--- config.mk ---
export PLATFORM = sky130hd
export DESIGN_NAME = exp_share_arbiter
export DESIGN_NICKNAME = d
export VERILOG_FILES = /design/src/rtl/exp_share_pkg.sv /design/src/rtl/exp_share_fifo.sv /design/src/rtl/exp_share_arbiter.sv
export SDC_FILE = /design/constraint.sdc
export NUM_CORES = 1
export LEC_CHECK = 0
export CORE_MARGIN = 3
export CORE_UTILIZATION = 48
export CTS_BUF_LIST = sky130_fd_sc_hd__clkbuf_16
export DETAILED_ROUTE_END_ITERATION = 8
export PLACE_DENSITY = 0.84
export SYNTH_ARGS = -nofsm -noshare
export SYNTH_HDL_FRONTEND = slang
export SYNTH_SLANG_ARGS = --single-unit
export TNS_END_PERCENT = 1
--- constraint.sdc ---
create_clock -name clk_i -period 4.3 [get_ports clk_i]
set_input_delay 0.86 -clock clk_i [delete_from_list [all_inputs] [get_ports clk_i]]
set_output_delay 0.86 -clock clk_i [all_outputs]
set_load 0.1 [all_outputs]
--- src/rtl/exp_share_pkg.sv ---
// Shared types and parameter derivations for the exp-unit sharing arbiter.
package exp_share_pkg;

  localparam int MaxIdWidth = 4;

  typedef struct packed {
    logic                  valid;
    logic [MaxIdWidth-1:0] id;
  } track_entry_t;

  function automatic int calc_fifo_depth(input int latency);
    return latency + 2;
  endfunction

  function automatic int calc_id_width(input int num_req);
    return (num_req <= 2) ? 1 : $clog2(num_req);
  endfunction

endpackage

--- src/rtl/exp_share_fifo.sv ---
// Result buffer: registered circular FIFO with an occupancy count output.
module exp_share_fifo #(
  parameter  int Depth  = 5,
  parameter  int EntryW = 34,
  localparam int CntW   = $clog2(Depth + 1),
  localparam int PtrW   = (Depth <= 2) ? 1 : $clog2(Depth)
) (
  input  logic              clk_i,
  input  logic              rst_i,
  input  logic              push_i,
  input  logic [EntryW-1:0] push_data_i,
  input  logic              pop_i,
  output logic [EntryW-1:0] head_o,
  output logic [CntW-1:0]   count_o
);

  logic [EntryW-1:0] mem [Depth];
  logic [PtrW-1:0]   wr_ptr;
  logic [PtrW-1:0]   rd_ptr;
  logic [CntW-1:0]   count;

  function automatic logic [PtrW-1:0] next_ptr(input logic [PtrW-1:0] ptr);
    return (ptr == PtrW'(Depth - 1)) ? '0 : ptr + PtrW'(1);
  endfunction

  always_ff @(posedge clk_i) begin
    if (push_i) mem[wr_ptr] <= push_data_i;
  end

  always_ff @(posedge clk_i) begin
    if (rst_i) begin
      wr_ptr <= '0;
      rd_ptr <= '0;
      count  <= '0;
    end else begin
      if (push_i) wr_ptr <= next_ptr(wr_ptr);
      if (pop_i)  rd_ptr <= next_ptr(rd_ptr);
      case ({push_i, pop_i})
        2'b10:   count <= count + CntW'(1);
        2'b01:   count <= count - CntW'(1);
        default: count <= count;
      endcase
    end
  end

  assign head_o  = mem[rd_ptr];
  assign count_o = count;

endmodule

--- src/rtl/exp_share_arbiter.sv ---
// Round-robin sharing of one fixed-latency pipelined exp unit among NumReq
// requesters, with credit-based flow control into an in-order result buffer.
module exp_share_arbiter
  import exp_share_pkg::*;
#(
  parameter  int NumReq    = 4,
  parameter  int DataWidth = 32,
  parameter  int Latency   = 3,
  localparam int FifoDepth = calc_fifo_depth(Latency),
  localparam int IdWidth   = calc_id_width(NumReq)
) (
  input  logic                        clk_i,
  input  logic                        rst_i,
  input  logic [NumReq-1:0]           req_valid_i,
  output logic [NumReq-1:0]           req_ready_o,
  input  logic [NumReq*DataWidth-1:0] req_operand_i,
  output logic [DataWidth-1:0]        unit_operand_o,
  input  logic [DataWidth-1:0]        unit_result_i,
  output logic                        rsp_valid_o,
  input  logic                        rsp_ready_i,
  output logic [DataWidth-1:0]        rsp_result_o,
  output logic [IdWidth-1:0]          rsp_id_o
);

  localparam int CntW   = $clog2(FifoDepth + 1);
  localparam int EntryW = IdWidth + DataWidth;

  logic [IdWidth-1:0] rr_ptr;
  logic [IdWidth-1:0] winner;
  logic               found;
  logic               issue;
  logic               credit_ok;
  logic [CntW-1:0]    inflight;
  logic [CntW-1:0]    occupancy;
  track_entry_t       track_p [Latency];
  logic [EntryW-1:0]  head;
  logic               pop;
  logic               unused_id_bits;

  // Two passes give "first valid at or above rr_ptr, wrapping" with constant indices.
  always_comb begin
    found  = 1'b0;
    winner = '0;
    for (int j = 0; j < NumReq; j++) begin
      if (!found && req_valid_i[j] && (j >= int'(rr_ptr))) begin
        found  = 1'b1;
        winner = IdWidth'(j);
      end
    end
    for (int j = 0; j < NumReq; j++) begin
      if (!found && req_valid_i[j] && (j < int'(rr_ptr))) begin
        found  = 1'b1;
        winner = IdWidth'(j);
      end
    end
  end

  always_comb begin
    inflight = '0;
    for (int k = 0; k < Latency; k++) inflight = inflight + CntW'(track_p[k].valid);
  end

  // Every issued op holds a slot from issue until pop, so a push never finds the FIFO full.
  assign credit_ok = ({1'b0, inflight} + {1'b0, occupancy}) < (CntW + 1)'(FifoDepth);
  assign issue     = !rst_i && found && credit_ok;

  always_comb begin
    req_ready_o    = '0;
    unit_operand_o = '0;
    if (issue) req_ready_o[winner] = 1'b1;
    for (int j = 0; j < NumReq; j++) begin
      if (issue && (winner == IdWidth'(j))) unit_operand_o = req_operand_i[j*DataWidth +: DataWidth];
    end
  end

  always_ff @(posedge clk_i) begin
    if (rst_i) begin
      rr_ptr <= '0;
    end else if (issue) begin
      rr_ptr <= (winner == IdWidth'(NumReq - 1)) ? '0 : winner + IdWidth'(1);
    end
  end

  // Stage 0 tags the issue cycle; the last stage lines up with unit_result_i.
  always_ff @(posedge clk_i) begin
    track_p[0] <= '{valid: issue, id: MaxIdWidth'(winner)};
    for (int k = 1; k < Latency; k++) track_p[k] <= track_p[k-1];
    if (rst_i) begin
      for (int k = 0; k < Latency; k++) track_p[k].valid <= 1'b0;
    end
  end

  assign unused_id_bits = ^track_p[Latency-1].id;

  exp_share_fifo #(
    .Depth (FifoDepth),
    .EntryW(EntryW)
  ) u_fifo (
    .clk_i      (clk_i),
    .rst_i      (rst_i),
    .push_i     (track_p[Latency-1].valid),
    .push_data_i({track_p[Latency-1].id[IdWidth-1:0], unit_result_i}),
    .pop_i      (pop),
    .head_o     (head),
    .count_o    (occupancy)
  );

  assign rsp_valid_o  = !rst_i && (occupancy != '0);
  assign pop          = rsp_valid_o && rsp_ready_i;
  assign rsp_result_o = head[DataWidth-1:0];
  assign rsp_id_o     = head[EntryW-1 -: IdWidth];

endmodule
== Word-level counts from Yosys, hierarchy flattened ==
Memory sizes are Yosys's and may differ from the RTL's. A register that Yosys moved wholly into a read port is not among the register bits.
Cells that the tools add are included.

* Flip-flop bits (word level): 11
* Memory bits (writable): 185
* Input bits: 167
* Memories: 2

{| class="wikitable"
|+ Memories
! memory !! words !! bits a word !! read ports !! clocked after Yosys merged registers in !! write ports !! RTL line !! text
|-
| u_fifo.mem || 5 || 34 || 1 || 1 || 1 || exp_share_fifo.sv:17 || <nowiki>logic [EntryW-1:0] mem [Depth];</nowiki>
|-
| track_p || 3 || 5 || 3 || 0 || 3 || exp_share_arbiter.sv:35 || <nowiki>track_entry_t track_p [Latency];</nowiki>
|}

* Add/subtract/negate cells: 8
* $lt $le $gt $ge: 9
* Equal/unequal tests: 7
* Muxes and demuxes: 33
* Bitwise operators: 3
* Reductions and logical operators: 31

{| class="wikitable"
|+ Operators by type and width
! kind !! number
|-
| $mux 32 || 4
|-
| $logic_and 1x1->1 || 21
|-
| $mux 1 || 16
|-
| $mux 2 || 6
|-
| $mux 3 || 4
|-
| $add 3x1->3 const B || 3
|-
| $logic_not 1->1 || 7
|-
| $eq 2x2->1 const B || 3
|-
| $eq 3x3->1 const B || 2
|-
| $pmux 3 s2 || 1
|-
| $add 3x3->4 || 1
|-
| $eq 2x1->1 const B || 2
|-
| $ge 1x2->1 const A || 2
|-
| $lt 1x2->1 const A || 2
|-
| $lt 4x3->1 const B || 1
|-
| $mux 4 || 1
|-
| $add 2x1->3 || 1
|-
| $lt 2x3->1 const B || 1
|-
| $or 1x1->1 const A || 3
|-
| $reduce_bool 3->1 || 1
|-
| $sub 3x1->3 const B || 1
|-
| $add 1x1->2 || 1
|-
| $add 2x1->2 const B || 1
|-
| $demux 1 s2 || 1
|-
| 5 further kinds || 5
|}

== Longest topological paths before layout ==
Gate-level depths: netlist of the first run.

* Depth in word-level cells: 33
* Gate-level depth with buffers: 11
* Mapped depth without buffers: 9

== Hierarchy ==
A second synthesis of the first run with hierarchy kept.

* Cell total of the unflattened synthesis: 635
* Area, all modules: 9,228.9 sq um

{| class="wikitable"
|+ Modules (own cells, without submodules)
! module !! instances !! cells each !! area an instance (sq um)
|-
| exp_share_fifo || 1 || 422 || 7,437.1
|-
| exp_share_arbiter || 1 || 213 || 1,791.7
|}

== Worst setup path after synthesis of the first run ==
Ideal clock, no wire load.

* Kind: input to output
* Start: input req_valid_i[2]
* End: output unit_operand_o[10]
* Arrival: 3.758 ns
* Data required time: 3.440 ns
* Path slack: -0.318 ns
* Cell stages on the path: 11
* Cells stage by stage: inv_1 > o22ai_1 > a211oi_1 > inv_1 > ha_1 > clkbuf_1 > inv_1 > clkbuf_1 > o21a_1 > a22oi_1 > nor2_1

{| class="wikitable"
|+ RTL lines
! what !! RTL line !! text
|-
| from (decl) || exp_share_arbiter.sv:14 || <nowiki>input logic [NumReq-1:0] req_valid_i,</nowiki>
|-
| $logic_and 1x1->1 (2 in series) || exp_share_arbiter.sv:45 || <nowiki>if (!found && req_valid_i[j] && (j >= int'(rr_ptr))) begin</nowiki>
|-
| $mux 1 || exp_share_arbiter.sv:45 ||
|-
| $logic_not 1->1 || exp_share_arbiter.sv:45 ||
|-
| $logic_and 1x1->1 || exp_share_arbiter.sv:45 ||
|-
| $mux 1 || exp_share_arbiter.sv:45 ||
|-
| $logic_not 1->1 || exp_share_arbiter.sv:51 || <nowiki>if (!found && req_valid_i[j] && (j < int'(rr_ptr))) begin</nowiki>
|-
| $logic_and 1x1->1 (2 in series) || exp_share_arbiter.sv:51 ||
|-
| $mux 1 || exp_share_arbiter.sv:51 ||
|-
| [... 4 more ...] || -- ||
|-
| $logic_not 1->1 || exp_share_arbiter.sv:51 ||
|-
| $logic_and 1x1->1 (2 in series) || exp_share_arbiter.sv:51 ||
|-
| $mux 2 * || exp_share_arbiter.sv:51 ||
|-
| via winner[0] || exp_share_arbiter.sv:29 || <nowiki>logic [IdWidth-1:0] winner;</nowiki>
|-
| $logic_not 2->1 || exp_share_arbiter.sv:72 || <nowiki>if (issue && (winner == IdWidth'(j))) unit_operand_o = req_operand_i[j*DataWidth +: DataWidth];</nowiki>
|-
| $logic_and 1x1->1 || exp_share_arbiter.sv:72 ||
|-
| $mux 32 (3 in series) || exp_share_arbiter.sv:72 ||
|-
| $mux 32 * || exp_share_arbiter.sv:72 ||
|-
| to (decl) || exp_share_arbiter.sv:17 || <nowiki>output logic [DataWidth-1:0] unit_operand_o,</nowiki>
|}

The timed path passes the listed nets; every way through them passes the cells marked *.

== Worst setup path after layout of the first run ==
* Start: input req_valid_i[0]
* End: output unit_operand_o[21]

{| class="wikitable"
|+ RTL lines
! what !! RTL line
|-
| $logic_and 1x1->1 || exp_share_arbiter.sv:45
|-
| $mux 1 || exp_share_arbiter.sv:45
|-
| $logic_not 1->1 || exp_share_arbiter.sv:45
|-
| $logic_and 1x1->1 (2 in series) || exp_share_arbiter.sv:45
|-
| $mux 1 || exp_share_arbiter.sv:45
|-
| $logic_not 1->1 || exp_share_arbiter.sv:45
|-
| $logic_and 1x1->1 (2 in series) || exp_share_arbiter.sv:45
|-
| $mux 1 || exp_share_arbiter.sv:45
|-
| [... 11 more ...] || --
|-
| $logic_not 1->1 || exp_share_arbiter.sv:51
|-
| $logic_and 1x1->1 (2 in series) || exp_share_arbiter.sv:51
|-
| $mux 2 * || exp_share_arbiter.sv:51
|-
| via winner[1] || exp_share_arbiter.sv:29
|-
| $logic_not 2->1 || exp_share_arbiter.sv:72
|-
| $logic_and 1x1->1 || exp_share_arbiter.sv:72
|-
| $mux 32 (3 in series) || exp_share_arbiter.sv:72
|-
| $mux 32 * || exp_share_arbiter.sv:72
|}

Marked as above.

==> flow_summary.ini, run 1 <==
[timing]
rsz0062_at_grt = no
slew_headroom = 0.2405
post-route-period-util = 0.9622
setup_slack_ps = 162.5
hold_viol_final = 0
clock_skew_ps = 9.964
drv_slew = 0
worstMarginPinSlew_ps = 1137
finalCriticalPeriod_ps = 4137
setup_tns_ps = 0
holdWs_ps = 329.1
fmax_ghz = 0.2417
setup_viol_count_final = 0

[outcome]
status = complete, no violations

[finish]
design_area_mm2 = 0.01218
layout-drive-gt1-share = 0.2299
antenna_cells = 0
syn_to_final_growth_pct = 40.76
final_nets = 1003
n_fill_cell = 1156

[pwr]
ir_worst_vdd_mv = 0.6044
power_uw = 6188
power_leakage_uw = 0.004182
p_per_area_mw_per_mm2 = 508.2

[place]
place_congestion = 0.8864
dpl_worst_slack_ps = 121.0
io_buffers = 237
place_area_mm2 = 0.01160
dp_hpwl_um = 14600

[global_route]
met3_usage = 0.07238
grt_start_max_net_pins = 66
grt_usage = 0.2184
met1_usage = 0.2488
grt.busiest_layer = met2
antenna_found_initial = 0
overflow = 0
grt_pass1_vias = 6162
grt_pass1_wl_um = 33140
grtUsageMet2 = 0.3914

[synthesis]
avgSynthCellArea_um2 = 14.59
synth_compound_area_frac = 0.1076
muxShareOfSynthArea = 0.1381
syn_nets = 774
synth_adder_area_share = 0.02285
synth_flop_cell = edfxtp_1
synth-simple-area-share = 0.04946
synth-xor-area-share = 0.003037
yosys_warnings = 0
syn_inst = 593
synth_edf_count = 170
yosys_register_bits = 193
synth_top_family_by_area = multiplexers
synthesis.area_mm2 = 0.008651
seq_area_frac_synth = 0.6433
ys_types = 37
async_reset_ff_frac = 0

[clock_tree]
clk_pin_slew_ps = 60
cts-htree-levels = 4
clock_latency_ps = 420
cts_sinks = 193
cts_made_buffers = 17
cts_hold_buffers = 0
root_buffer = clkbuf_16
cts_tree = yes
clock_tree.buffer_depth = 2

[setup_path]
path_class = in2out
crit_path_max_fanout = 33
critPathCaptureType = output pin
crit_path_start_kind = input port
required_ps = 3440
crit_arrival_ps = 3280

[detailed_routing]
drt.antenna.violating_nets = 0
vias = 5882
drtIter0Drc = 311
drcViolationCount = 0
wl_per_cell_um = 20.38
firstDrtPassIters = 5
vias_per_cell = 5.549
wirelength_um = 21600

[die]
rows = 48
die_h_um = 140.2
dieArea_mm2 = 0.01967
die_w_um = 140.2
coreArea_mm2 = 0.01748
io-pin-count = 238
initial_core_util = 0.4950

[job]
maxCapViolations = 0

[hold_path]
hp-class = reg2reg
## repair_timing
item | CTS | global route
gates resized for setup | 0 | 1
endpoints found under the setup margin | 0 | 2
buffers inserted | 0 | 0
## cell families (layout without fill, tap and decap cells)
kind of cell,count (synthesis),in the layout
XOR/XNOR,3,3
buffers and inverters,61,303
multiplexers,71,71
flip-flops,193,193
AND/OR/NAND/NOR,102,102
AO/OA/AOI/OAI,149,149
adder cells (fa/ha/maj),14,14
## final timing paths
path,cells after the start,slack [ps],end,from
hold / removal,0,330,track_p[0][5],track_p[0][0]
setup reg to reg,7,1600,rr_ptr[1],u_fifo.count_o[0]
setup / recovery,12,160,unit_operand_o[21],req_valid_i[0]
hold reg to reg,0,330,track_p[0][5],track_p[0][0]
## critical path, stage by stage
cell	delay [ps]
clkdlybuf4s50_1	530
nand2b_1	90
nor2b_1	140
o22a_1	240
inv_1	100
ha_1	190
buf_12	190
nand2_1	70
o21ai_0	300
a22oi_1	140
nor2_1	200
buf_12	200
## metal layers
| metal | part of all wire | vias to the layer above |
|---|---|---|
| li1 | - | 2718 |
| met1 | 0.36 | 2866 |
| met2 | 0.54 | 264 |
| met3 | 0.078 | 34 |
| met4 | 0.021 | 0 |
| met5 | 0 | - |
## layout make-up
type                    instances  area (µm²)  share of cell area
multi-input cells             339        2829              0.2323
clock buffers                  17       425.4             0.03494
clock inverters                15       143.9             0.01182
inverters                      19       71.32            0.005857
flip-flops and latches        193        5568              0.4573
repair buffers                252        2858              0.2347
well taps                     225       281.5             0.02312
## layout by cell type, fill, tap and decap left out, types with 3 or more instances in the layout
cell type,n
edfxtp_1,170
clkdlybuf4s50_1,166
nor2_1,45
buf_12,44
buf_4,42
a21oi_1,40
nand2_1,37
mux2_2,35
o21ai_0,35
a22oi_1,33
o21a_1,32
mux4_2,30
inv_1,21
dfxtp_1,21
clkbuf_16,17
ha_1,10
nor2b_1,6
nand2b_1,4
mux4_1,4
clkinv_2,4
xor2_1,3
fa_1,3
## synth_stat cells, types with 4 or more instances
library cell | number | area, µm²
edfxtp_1 | 170 | 5105
nor2_1 | 48 | 180.2
a21oi_1 | 40 | 200.2
nand2_1 | 37 | 138.9
mux2_2 | 35 | 394.1
o21ai_0 | 35 | 175.2
a22oi_1 | 33 | 247.7
o21a_1 | 32 | 240.2
mux4_2 | 30 | 675.7
dfxtp_1 | 23 | 460.4
clkbuf_1 | 21 | 78.83
inv_1 | 19 | 71.32
ha_1 | 11 | 137.6
buf_1 | 9 | 33.78
nor2b_1 | 6 | 37.54
buf_2 | 5 | 25.02
mux4_1 | 4 | 105.1
nand2b_1 | 4 | 25.02
## stage by stage
stage          instances    util
2_1_floorplan        593       -
3_3_place_gp        1028  0.6639
3_5_place_dp        1028  0.6639
4_1_cts             1060  0.6964
5_1_grt             1060  0.6967
6_report            1060  0.6967
## where the power goes
group | switching, µW | total, µW | internal, µW
Combinational | 1600 | 2550 | 949
Sequential | 32.9 | 2130 | 2090
Clock | 659 | 1510 | 854
## flip-flops by register name, indices dropped and copies added (netlist names), named ones only
| name | count |
|---|---|
| u_fifo.mem | 170 |
| track_p | 9 |
| u_fifo.count_o | 3 |
| u_fifo.rd_ptr | 3 |
| u_fifo.wr_ptr | 3 |
| rr_ptr | 2 |
No activity file was read; power rests on OpenSTA's default activity.
==> run 2, diff against run 1 <==
PLACE_DENSITY = default   (was 0.84)
PLACE_DENSITY_LB_ADDON = 0.15   (was default)
==> flow_summary.ini, run 2 (synthesized netlist as in run 1, its figures left out) <==
[clock_tree]
clock_latency_ps = 420
cts_setup_buffers = 0
cts_sinks = 193
root_buffer = clkbuf_16
cts_made_buffers = 17
cts_tree = yes
cts-htree-levels = 4
clock_tree.buffer_depth = 2
clk_pin_slew_ps = 70

[pwr]
ir_worst_vdd_mv = 0.5518
p_per_area_mw_per_mm2 = 508.9
power_uw = 6206
power_leakage_uw = 0.004188

[finish]
layout-drive-gt1-share = 0.2330
top_register = u_fifo.mem
final_nets = 1005
utilization = 0.6978
multiInputGateArea_mm2 = 0.002829
top_regs = u_fifo.mem x170, track_p x9
final_cell_mix = edfxtp_1, clkdlybuf4s50_1, nor2_1, buf_4, buf_12
largest_register_ff_count = 170
mostFrequentLayoutCell = edfxtp_1
syn_to_final_growth_pct = 40.97
n_fill_cell = 1157
seqCellArea_mm2 = 0.005569

[hold_path]
holdPathEnd = track_p[0][11]
hold_depth = 0
min_from = track_p[0][6]
hp-class = reg2reg

[timing]
slew_headroom = 0.1941
drv_slew = 0
rsz0062_at_grt = no
post-route-period-util = 0.9507
setup_tns_ps = 0
finalCriticalPeriod_ps = 4088
fmax_ghz = 0.2446
holdWs_ps = 327.6
clock_skew_ps = 8.135
setup_viol_count_final = 0
worstMarginPinSlew_ps = 1204
hold_viol_final = 0

[setup_path]
crit_cells = 11
cp_top_family = compound AO/OA/AOI/OAI gates
crit_arrival_ps = 3230
path_class = in2out
critPathCaptureType = output pin
rr_startpoint = u_fifo.count_o[0]
path_buf_inv = 4
cp_cell_sequence = clkdlybuf4s50_1 > a21o_1 > a21oi_1 > o22a_1 > inv_1 > ha_2 > buf_12 > o21ai_0 > a22oi_1 > nor2_1 > buf_12
crit_path_max_fanout = 64
cpMaxStageDelayCell = clkdlybuf4s50_1
required_ps = 3440
cp_common_cell = buf_12
slowest_delay_ps = 460
rr_worst_depth = 7
r2r_end = rr_ptr[1]
rrSetupSlack_ps = 1700
crit_path_start_kind = input port

[outcome]
status = complete, no violations

[die]
coreArea_mm2 = 0.01748
die_h_um = 140.2
die_w_um = 140.2
io-pin-count = 238
dieArea_mm2 = 0.01967
rows = 48
initial_core_util = 0.4950

[place]
place_congestion = 0.9029
io_buffers = 237
dp_hpwl_um = 15460

[detailed_routing]
drcViolationCount = 0
wirelength_um = 22130
firstDrtPassIters = 5
vias = 5901
wl_per_cell_um = 20.82
drtIter0Drc = 327
vias_per_cell = 5.551
drt.antenna.violating_nets = 0

[job]
maxCapViolations = 0

[global_route]
grt_start_max_net_pins = 65
antenna_found_initial = 1
grt_usage = 0.2280
grt_pass1_wl_um = 34350
overflow = 0
grt_pass1_vias = 6436
run 2: changes by cell type in the layout (fill, tap and decap cells not counted), sizes merged:
cell,previous run,this run
buf,86,88
clkinv,6,5
diode,0,1
inv,24,25
run 2: cell type report:
| type | count | share of cell area |
|---|---|---|
| repair buffers | 254 | 0.2345 |
| clock inverters | 15 | 0.01282 |
| clock buffers | 17 | 0.03488 |
| diodes | 1 | 0.0002052 |
| well taps | 225 | 0.02308 |
| multi-input cells | 339 | 0.2320 |
| flip-flops and latches | 193 | 0.4567 |
| inverters | 19 | 0.005848 |
run 2: report_power, final:
group | total, µW | internal (µW) | switching [µW] | leakage (µW)
combinational | 2550 | 954 | 1600 | 0.00218
clock | 1520 | 862 | 661 | 0.000283
sequential | 2130 | 2090 | 34.2 | 0.00172
total | 6210 | 3910 | 2290 | 0.00419
run 2: worst max-delay path by stage:
| stage | from | to | slack, ps |
|---|---|---|---|
| 2_1_floorplan | req_valid_i[2] | unit_operand_o[11] | -320 |
| 3_3_place_gp | req_valid_i[1] | unit_operand_o[31] | 130 |
| 5_1_grt | req_valid_i[1] | unit_operand_o[19] | 9 |
| 3_5_place_dp | req_valid_i[1] | unit_operand_o[31] | 80 |
| 6_report | req_valid_i[0] | unit_operand_o[20] | 210 |
| 4_1_cts | req_valid_i[1] | unit_operand_o[31] | 80 |
run 2: per-layer routing:
layer	global-route usage	part of all wire	routed length (µm)	up-vias
met5	0	0	0	-
met4	0.09332	0.036	798	0
met3	0.06623	0.066	1456	44
met2	0.4211	0.55	12070	230
met1	0.2425	0.35	7800	2899
li1	-	-	-	2728
run 2: stage by stage:
| step | cell area [µm²] | std cells | setup slack, ps |
|---|---|---|---|
| after detailed placement | 11610 | 1030 | 83.29 |
| after global placement | 11610 | 1030 | 132.2 |
| after floorplan | 8653 | 593 | -317.8 |
| after global routing | 12200 | 1063 | 9.174 |
| final | 12200 | 1063 | 212.2 |
| after CTS | 12190 | 1062 | 76.32 |
run 2: timing repair:
item                                    CTS  global route
hold buffers                              0             0
endpoints found under the setup margin    0            30
resized for setup                         0             2
==> variant 1, RTL diff (settings of run 2) <==
Set the parameter `DataWidth` to 16 (it was 32).
--- a/src/rtl/exp_share_arbiter.sv
+++ b/src/rtl/exp_share_arbiter.sv
@@ -6,3 +6,3 @@
   parameter  int NumReq    = 4,
-  parameter  int DataWidth = 32,
+  parameter  int DataWidth = 16,
   parameter  int Latency   = 3,
Interface: changed (resized req_operand_i, rsp_result_o, unit_operand_o and unit_result_i); port bits go from 238 to 126. The function was not compared with the original's and may differ.
==> variant 1 against run 2 <==
Worst hold slack got worse by 0.0042 ns; clock skew decreased by 0.00072 ns; global-route usage decreased by 2.0 points; worst setup slack improved by 0.064 ns; area after synthesis decreased by 41%; die area decreased by 40%; routed wire length decreased by 47%; power decreased by 37%; final area decreased by 40%; sequential share of layout area decreased by 2.1 points; combinational power decreased by 46%; sequential cell count decreased by 80; largest cell class unchanged; highest routed layer unchanged.
==> variant 1: results (changes against run 2) <==
- The flow ran to the end, and the final reports show no timing, DRC or antenna violations.
- The number of clock buffers in the layout is 19 (+2).
- The placed standard-cell area was 6700 sq um (-42%).
- The largest registers in the layout are u_fifo.mem (90), track_p (9).
- The number of nets produced by synthesis is 464 (-40%).
- The end point of the critical path is unit_operand_o[9].
- The power per standard cell area is 540 nW/um^2 (+6.2%).
- The maximum vdd drop came to 0.000410 V (-26%).
- The sequential element share of the synthesized area is 0.624 (-0.0196).
- The number of unique standard cell types used by synthesis is 36 (-2.7%).
- The number of combinational gates with multiple inputs is 211 (-38%).
- The fraction of area in registers is 0.435 (-0.0214).
- The number of instances in the synthesized netlist is 363 (-39%).
- On the critical path the largest part of the delay comes from buffers and inverters.
- The pre-CTS setup slack came to 0.123 ns (+0.0394 ns).
- The transition time at the pin with the least slew margin is 1.08 ns (-0.127 ns).
- The clock power share is 0.331 (+0.086).
- The via total after detailed routing came to 3481 (-41%).
- The via count of the first global-routing pass is 3716 (-42%).
- The flop-to-flop setup slack was 1.79 ns (+0.09 ns).
- The proportion of cell area occupied by multi-input gates was 0.242 (+0.0103).
- The origin of the worst min-delay path is track_p[0][0].
- The initial antenna violation count is 0 (-1).
- The final wirelength is 11.7 mm (-47%).
- The static leakage power is 2.60 nW (-38%).
- The non-clock buffer area fraction after layout was 0.211 (-0.0231).
- The global-route wire length before repair is 18.3 mm (-47%).
- The number of fillers in the final layout came to 664 (-43%).
- The antenna diode instance count is 0 (-1).
- The core area came to 10000 sq um (-43%).
- The largest fanout of any net on the critical path is 7 (-89%).
- The fraction of power spent switching nets is 0.338 (-0.0315).
- The number of I/O port buffers came to 125 (-47%).
- The placed instance count was 617 (-40%).
- The depth of the worst register-to-register path came to 8 (+1).
- The arrival time at the worst endpoint is 3.16 ns (-0.07 ns).
- The proportion of power drawn by combinational gates was 0.348 (-0.064).
- The clock sink count is 113 (-41%).
- The area used by multi-input combinational logic is 1760 sq um (-38%).
- The detailed-router iteration count before antenna repair is 4 (-1).
- The final setup skew came to 0.00741 ns (-0.000722 ns).
- The pin count of the biggest net entering global routing is 34 (-48%).
- The period utilization is 0.936 (-0.0149).
- The worst hold slack is 0.323 ns (-0.00421 ns).
- The number of nets in the finished design is 604 (-40%).
[variant 1: cell families after synthesis]
kind of cell	after synthesis	share of synthesized area
and+or+nand+nor	70	0.0607
adders and majority gates	14	0.0390
AOI/OAI and AO/OA	85	0.105
muxes	39	0.132
DFF	113	0.624
xor gates and xnor gates	3	0.00518
buffers and inverters	39	0.0348
[variant 1: layer usage]
metal	wire length, um	share of wire	global-route usage	vias up
met3	906	0.077	0.0782	10
met1	4350	0.37	0.215	1694
met2	6330	0.54	0.389	135
li1	-	-	-	1642
met4	146	0.012	0.0586	0
met5	0	0	0	-
[variant 1: repair_timing]
item / 4_1_cts / 5_1_grt
endpoints found under the setup margin: 0 / 9
endpoints found under the hold margin: 0 / 0
buffers inserted: 0 / 0
gates resized for setup: 0 / 1
==> variant 2, RTL diff (settings of run 2) <==
Without the edit above. Reset style: asynchronous (`rst_i`), changed in 2 clocked blocks.
--- a/src/rtl/exp_share_fifo.sv
+++ b/src/rtl/exp_share_fifo.sv
@@ -29,3 +29,3 @@
 
-  always_ff @(posedge clk_i) begin
+  always_ff @(posedge clk_i or posedge rst_i) begin
     if (rst_i) begin
--- a/src/rtl/exp_share_arbiter.sv
+++ b/src/rtl/exp_share_arbiter.sv
@@ -75,3 +75,3 @@
 
-  always_ff @(posedge clk_i) begin
+  always_ff @(posedge clk_i or posedge rst_i) begin
     if (rst_i) begin
Function: differs if rst_i is asserted again (counterexample within 10 cycles, from zero or initial values and one cycle with rst_i high); with rst_i held inactive, the same outputs for 10 cycles.
==> variant 2 against run 2 <==
Worst setup slack got worse by 0.13 ns; synthesized cell count decreased by 2.4%; routed wire length rose by 1.3%; register-to-register slack got worse by 0.20 ns; final area down 0.58%; die area decreased by 0.44%; critical path type is now reg -> out; count of clock-buffer cells in the layout did not move; area after synthesis decreased by 0.46%; sequential cell count is 3 lower; utilization fell by 0.17 points.
Power is not compared: it rests on default switching activity, and its combinational part moved more than twofold at a synthesized area within 25%.
==> variant 2: results (changes against run 2) <==
- The via count of the first global-routing pass is 5969 (-7.3%).
- The total of cells resized after clock tree synthesis was 1 (+1).
- The final wirelength came to 22.4 mm (+1.3%).
- The proportion of cell area occupied by multi-input gates was 0.231 (-0.000803).
- The overall power consumption is ~9.5 mW.
- The number of nets in the finished design is 989 (-1.6%).
- The weighted congestion reported at the end of routability-driven placement came to 0.943 (+4.4%).
- The global-route wire length before repair is 34.1 mm (-0.84%).
- The xor-xnor portion of the synthesized cell area is 0.00407 (+0.00103).
- The synthesized-area fraction occupied by ao, oa, aoi and oai cells is 0.106 (-0.00182).
- By area the synthesized netlist is led by edfxtp_1, mux4_2, mux2_2, dfrtp_1, o21a_1.
- The count of state elements after synthesis is 190 (-1.6%).
- The flop-to-flop setup slack is 1.50 ns (-0.20 ns).
- The sequential standard cell area came to 5560 sq um (about the same).
- The antenna diode instance count is 0 (-1).
- The arrival time at the worst endpoint is 3.36 ns (+0.13 ns).
- The final HPWL from detailed placement is 15.5 mm (+0.56%).
- The pin count of the biggest net entering global routing is 66 (+1.5%).
- The pre-CTS setup slack is 0.124 ns (+0.0412 ns).
- The combined global-route utilization of all metal layers is 0.228 (about the same).
- The depth of the worst register-to-register path was 7 (unchanged).
- The placed instance count is 1014 (-1.6%).
- The commonest cells after synthesis are edfxtp_1, nor2_1, nand2_1, o21ai_0, mux2_2.
- The via density per instance is 5.54 (-0.23%).
- The worst hold slack is 0.327 ns (-0.000723 ns).
- The via total after detailed routing is 5793 (-1.8%).
- The non-clock buffer area fraction after layout came to 0.234 (-0.000891).
- The post-synthesis share of cell area spent on full adders, half adders and majority gates came to 0.0230 (+0.000106).
- The clock-cell share of area is 0.0472 (-0.000545).
- The area of all placed cells without fillers is 12100 sq um (-0.58%).
- The number of combinational gates with multiple inputs is 328 (-3.2%).
- The layout buffer count excluding clock buffers is 252 (-0.79%).
- The sequential element share of the synthesized area is 0.646 (+0.00241).
- The count of routing violations after the opening detailed-route iteration is 433 (+32%).
- The proportion of layout cells with a drive suffix above 1 is 0.233 (-0.000332).
- The share of synthesized area spent on multiplexers was 0.143 (+0.00457).
- The final setup skew was 0.00753 ns (-0.000608 ns).
- The number of unique standard cell types used by synthesis was 40 (+8.1%).
- The run finished with clean final reports.
- The largest fanout of any net on the critical path is 22 (-66%).
- The transition time at the pin with the least slew margin was 1.19 ns (-0.0146 ns).
- The share of flip-flops with an asynchronous set or reset is 0.0579 (+0.0579).
- The shortest period the worst path allows is 4.22 ns (+0.127 ns).
[variant 2: changes by cell type after synthesis, sizes merged, moves of 3 or more]
| cell | before | now |
|---|---|---|
| a21oi | 40 | 35 |
| dfrtp | 0 | 11 |
| dfxtp | 23 | 9 |
| nand2b | 4 | 1 |
| nor2 | 48 | 40 |
| nor4 | 0 | 3 |
[variant 2: layer usage]
| layer | vias up | share of wire | global-route usage |
|---|---|---|---|
| met5 | - | 0.00054 | 0 |
| met4 | 2 | 0.023 | 0.0908 |
| met3 | 39 | 0.043 | 0.0389 |
| met2 | 179 | 0.51 | 0.378 |
| met1 | 2887 | 0.42 | 0.304 |
| li1 | 2686 | - | - |
[variant 2: worst max-delay path, stage by stage (launching register included)]
cell and delay, ns:
dfrtp_1 0.44, fa_1 0.56, ha_1 0.18, inv_1 0.06, fa_1 0.46, nor2b_1 0.24, o21ai_4 0.20, buf_12 0.23
nor2_1 0.32, buf_12 0.23
